[src/rtl/memory_stage.sv]
// memory_stage: rv32i MEM stage with EX/MEM register, single-outstanding dmem req/ack, store lane steering, load extension
// Ports: clk, rst (synchronous, active-high)
//        *E inputs        execute-stage fields captured into EX/MEM when StallM=0
//        StallM           upstream must hold while a memory access is pending
//        MisalignM        current op is a misaligned load/store (dropped, no write)
//        *M outputs       writeback-stage fields; RegWriteM is gated off while pending or misaligned
//        dmem_*           req/ack data-memory bus, one access in flight, ack is a one-cycle pulse
module memory_stage #(
    parameter int XLEN = 32
) (
    input  logic            clk,
    input  logic            rst,
    input  logic            RegWriteE,
    input  logic [1:0]      ResultSrcE,
    input  logic            MemWriteE,
    input  logic [2:0]      Funct3E,
    input  logic [XLEN-1:0] ALUResultE,
    input  logic [XLEN-1:0] WriteDataE,
    input  logic [XLEN-1:0] PCPlus4E,
    input  logic [4:0]      RdE,
    output logic            StallM,
    output logic            MisalignM,
    output logic            RegWriteM,
    output logic [1:0]      ResultSrcM,
    output logic [XLEN-1:0] ALUResultM,
    output logic [XLEN-1:0] ReadDataM,
    output logic [XLEN-1:0] PCPlus4M,
    output logic [4:0]      RdM,
    output logic            dmem_req,
    output logic            dmem_we,
    output logic [XLEN-1:0] dmem_addr,
    output logic [3:0]      dmem_be,
    output logic [XLEN-1:0] dmem_wdata,
    input  logic [XLEN-1:0] dmem_rdata,
    input  logic            dmem_ack
);
    logic            reg_write_q;
    logic [1:0]      result_src_q;
    logic            mem_write_q;
    logic [2:0]      funct3_q;
    logic [XLEN-1:0] alu_q;
    logic [XLEN-1:0] wdata_q;
    logic [XLEN-1:0] pc4_q;
    logic [4:0]      rd_q;
    logic            done_q;
    logic [XLEN-1:0] rdata_q;
    logic            memop;
    logic            is_byte;
    logic            is_half;
    logic            misalign;
    logic            access;
    logic [7:0]      byte_v;
    logic [15:0]     half_v;
    logic [XLEN-1:0] load_val;
    logic [3:0]      store_be;
    logic [XLEN-1:0] store_data;

    always_comb begin
        memop      = (result_src_q == 2'b01) | mem_write_q;
        is_byte    = funct3_q[1:0] == 2'b00;
        is_half    = funct3_q[1:0] == 2'b01;
        // everything that is neither byte nor half, including undefined encodings, is a word
        misalign   = memop & (is_half ? alu_q[0] : ~is_byte & (alu_q[1:0] != 2'b00));
        access     = memop & ~done_q & ~misalign;
        byte_v     = dmem_rdata[{alu_q[1:0], 3'b000} +: 8];
        half_v     = dmem_rdata[{alu_q[1], 4'b0000} +: 16];
        // funct3[2] marks the unsigned load variants
        load_val   = is_byte ? {{(XLEN-8){byte_v[7] & ~funct3_q[2]}}, byte_v}
                   : is_half ? {{(XLEN-16){half_v[15] & ~funct3_q[2]}}, half_v}
                   : dmem_rdata;
        store_be   = is_byte ? 4'b0001 << alu_q[1:0] : is_half ? (alu_q[1] ? 4'b1100 : 4'b0011) : 4'b1111;
        store_data = is_byte ? {4{wdata_q[7:0]}} : is_half ? {2{wdata_q[15:0]}} : wdata_q;
    end

    always_ff @(posedge clk) begin
        if (rst) begin
            reg_write_q  <= 1'b0;
            result_src_q <= 2'b00;
            mem_write_q  <= 1'b0;
            funct3_q     <= 3'b000;
            alu_q        <= '0;
            wdata_q      <= '0;
            pc4_q        <= '0;
            rd_q         <= 5'd0;
            done_q       <= 1'b0;
            rdata_q      <= '0;
        end else if (!access) begin
            reg_write_q  <= RegWriteE;
            result_src_q <= ResultSrcE;
            mem_write_q  <= MemWriteE;
            funct3_q     <= Funct3E;
            alu_q        <= ALUResultE;
            wdata_q      <= WriteDataE;
            pc4_q        <= PCPlus4E;
            rd_q         <= RdE;
            done_q       <= 1'b0;
        end else if (dmem_ack) begin
            done_q       <= 1'b1;
            rdata_q      <= load_val;
        end
    end

    assign StallM     = access;
    assign MisalignM  = misalign;
    assign RegWriteM  = reg_write_q & ~access & ~misalign;
    assign ResultSrcM = result_src_q;
    assign ALUResultM = alu_q;
    assign ReadDataM  = rdata_q;
    assign PCPlus4M   = pc4_q;
    assign RdM        = rd_q;
    assign dmem_req   = access;
    assign dmem_we    = access & mem_write_q;
    assign dmem_addr  = {alu_q[XLEN-1:2], 2'b00};
    assign dmem_be    = dmem_we ? store_be : 4'b0000;
    assign dmem_wdata = store_data;
endmodule

[config.mk]
export PLATFORM = sky130hd
export DESIGN_NAME = memory_stage
export DESIGN_NICKNAME = d
export VERILOG_FILES = /design/src/rtl/memory_stage.sv
export SDC_FILE = /design/constraint.sdc
export NUM_CORES = 1
export LEC_CHECK = 0
export BUFFER_PORTS_ARGS = -buffer_cell sky130_fd_sc_hd__buf_2
export CAP_MARGIN = 20
export CORE_MARGIN = 8
export CORE_UTILIZATION = 46
export DETAILED_ROUTE_END_ITERATION = 6
export MAX_ROUTING_LAYER = met4
export PLACE_DENSITY = 0.81
export SYNTH_ARGS = -nofsm -noshare
export SYNTH_HDL_FRONTEND = slang
export SYNTH_SLANG_ARGS = --single-unit
[constraint.sdc]
create_clock -name clk -period 2.5 [get_ports clk]
set_clock_uncertainty 0.15 [all_clocks]
set_input_delay 0.125 -clock clk [delete_from_list [all_inputs] [get_ports clk]]
set_output_delay 0.125 -clock clk [all_outputs]
set_load 0.05 [all_outputs]
==> impl_results.md <==
- Tmin final: 2370 ps
- GRT met1 Usage: 32.5%
- Core outline area: 13,300 sq um
- Int Pwr: 0.00539 W
- Fillcell total: 953
- Crit path cell chain: buf_4 -> nor2_2 -> buf_4 -> o211ai_1 -> a21oi_1 -> clkbuf_4
- Met3 usage: 9.95%
- Num CTS Buffers: 17
- Final setup fails: 0
- Wire per inst: 19.9 microns
- CP peak stage delay: 310 ps
- Family with the most delay on the worst path: buffers and inverters
- Synth warn: 0
- Area of the multi-input gates: 2840 sq um
- Tightest Hold Check Type: primary input to flip-flop
- Maximum clock rate: 0.422 GHz
- Post-synth top cells: 239 x nand2_1, 142 x a21oi_1, 141 x dfxtp_1, 42 x buf_4, 35 x clkbuf_1
- Clock transition at the registers of the reported paths: 60 ps
- Total die area: 17,600 sq um
- Buffers and inverters on the worst path: 3
- Drt first pass iters: 5
- Clk Latency, worst-skew pair: 410 ps
- Worst Path Required: 2230 ps
- Post-route ant nets: 0
- Count leader, synth: nand2_1
- Final Hold Vio Count: 0
- Top_reg_cell synth: dfxtp_1
- Starting Density: 47.2%
- Post-CTS Setup Inserts: 0
- Sequential power share: 30.2%
- Crit-path max FO: 10
- Vias in the first global route: 7,779
- Largest net degree at the start of global routing: 66
- Area Growth Syn to Fin: 54.9%
- Syn_area_per_cell: 7.98 sq um
- Worst hold slack: 27.9 ps
- VDD IR max: 0.620 mV
- Max clock buf depth: 2
- Outcome: finished, final reports clean
- Total Nets Final: 1,307
- Die Y: 133 microns
- Crit path capture type: output port
- Netlist cell types: 44
- Ports: 319
- Cells after synthesis: 786
- Placed insts: 1,192
- Via Count: 7,483
- First-pass GRT wire length: 41,900 microns
- Grt peak-use layer: met2
- Layout cells sized above 1: 34.6%
- Max Cap Viol: 0
- GRT overflow: 0
- IO Port Bufs: 316
- Total track usage: 30.5%
- Clock Power Share: 30.4%
- Largest cells by area after synthesis: dfxtp_1 45%, nand2_1 14%, a21oi_1 11%
- Slew @ Worst Pin: 670 ps
- CTS tree: yes
- Pleak: 4.55 nW
- TNS Setup: 0 ps
- DRT iter0 DRCs: 758
- CP max-delay cell: dfxtp_1
- Post-route insts no fill: 1,355
- WS Path Type: flip-flop to output port
- Seq/Total Area, Yosys: 45.0%
- Reg area: 2830 sq um
- CP arrival: 2090 ps
- Fin crit share: 94.8%
- Slew Limit Fails: 0
- Clk sink count: 141
- Sw Share: 41.7%
- GP Congestion: 0.904
- FF+latch count, synth: 141
- Dpl ws: 439 ps
- Cell Pwr Density: 952 nW/um^2
- Combinational share of power: 39.5%
- Initial antenna violation count: 2
- DIE WIDTH: 133 microns
- Root Buffer Master: clkbuf_16
- EDFF count, synth: 0
- Detail Placement HPWL: 16,500 microns
- Max_slew headroom: 55.3%
- NetSw: 0.00386 W
- Drt via density: 5.52
- Startpoint Class: flip-flop
- Met2 usage: 49.7%
- Cell Area, Synth: 6270 sq um
- Final wirelength: 27,000 microns
- Standard-cell rows: 42
- Post-synth top area cell: dfxtp_1
- Htree depth: 4
- RSZ-0062 raised after global routing: no
- Synth top area share: 45.0%
- Worst path most repeated cell: buf_4
- DRC: 0
- Setup ws final: 131 ps
- Post-synth ARST share: 0%
flip-flops by register name, summed over array words and instances (netlist names), 2 cells and up:
| name | flops |
|---|---|
| ALUResultM | 32 |
| wdata_q | 32 |
| ReadDataM | 32 |
| funct3_q | 3 |
| PCPlus4M | 32 |
| ResultSrcM | 2 |
| RdM | 5 |
worst min-delay path, stage by stage:
cell	delay (ps)
buf_2	120
a22oi_1	200
a211oi_1	90
cell usage in the layout (no fill, tap or decap), drive strengths merged, types with 2 or more instances in the layout:
cell type	n
buf	338
nand2	239
a21oi	142
dfxtp	141
dlygate4sd3	129
mux2	20
a311oi	20
clkbuf	20
o21ai	13
a211oi	11
inv	11
a22oi	9
nand3	9
nor2	9
mux2i	8
a22o	8
nor2b	7
a31o	6
bufinv	5
a222oi	3
clkinv	3
diode	2
o211ai	2
conb	2
clkinvlp	2
nor4b	2
nor3	2
per-layer routing:
metal / vias to the layer above / wire length, microns
met1: 3463 / 9850
met5: - / 0
met2: 512 / 13100
met3: 114 / 2750
li1: 3394 / -
met4: 0 / 1260
cell families (layout without fill, tap and decap cells):
| family | after synthesis | after routing | synth area share, % |
|---|---|---|---|
| AOI/OAI and AO/OA | 221 | 221 | 21.4 |
| xor gates and xnor gates | 1 | 1 | 0.140 |
| buffers and inverters | 118 | 508 | 10.4 |
| DFF | 141 | 141 | 45.0 |
| muxes | 29 | 29 | 5.23 |
| other | 1 | 4 | 0.0598 |
| and+or+nand+nor | 275 | 275 | 17.8 |
final cells by class:
| cell class | count | share of cell area, % |
|---|---|---|
| timing repair buffer | 468 | 32.3 |
| multi-input combinational | 528 | 29.2 |
| sequential | 141 | 29.1 |
| clock buffer | 19 | 4.56 |
| tap | 176 | 2.27 |
| clock inverter | 13 | 2.16 |
| inverter | 8 | 0.335 |
| antenna | 2 | 0.0515 |
per-stage QoR:
stage	utilization, %	total power [W]	cell area [sq um]
5_1_grt	73.1	0.00957	9710
2_1_floorplan	-	0.00539	6290
6_report	73.1	0.00925	9710
4_1_cts	72.9	0.00917	9700
3_5_place_dp	58.3	0.00621	7750
3_3_place_gp	58.3	0.00617	7750
power by group through the flow:
stage | logic (W) | clock network, W | registers, W
3_3_place_gp | 0.00337 | 0 | 0.00280
5_1_grt | 0.00384 | 0.00291 | 0.00282
6_report | 0.00365 | 0.00281 | 0.00279
4_1_cts | 0.00357 | 0.00283 | 0.00276
3_5_place_dp | 0.00340 | 0 | 0.00281
2_1_floorplan | 0.00185 | 0 | 0.00354
final timing paths:
path	from	endpoint	slack, ps	cells past startpoint
worst max-delay path	funct3_q[0]	dmem_be[1]	130	6
worst min-delay path	dmem_rdata[14]	ReadDataM[14]	30	3
worst max register to register	ALUResultM[0]	ReadDataM[16]	340	4
worst min register to register	PCPlus4M[4]	PCPlus4M[4]	300	2
what timing repair did:
item,CTS,global route
hold buffers,129,0
setup endpoints to repair,0,5
resized for setup,0,5
hold endpoints to repair,129,0
Note: power is estimated with default switching activity, not from simulation.
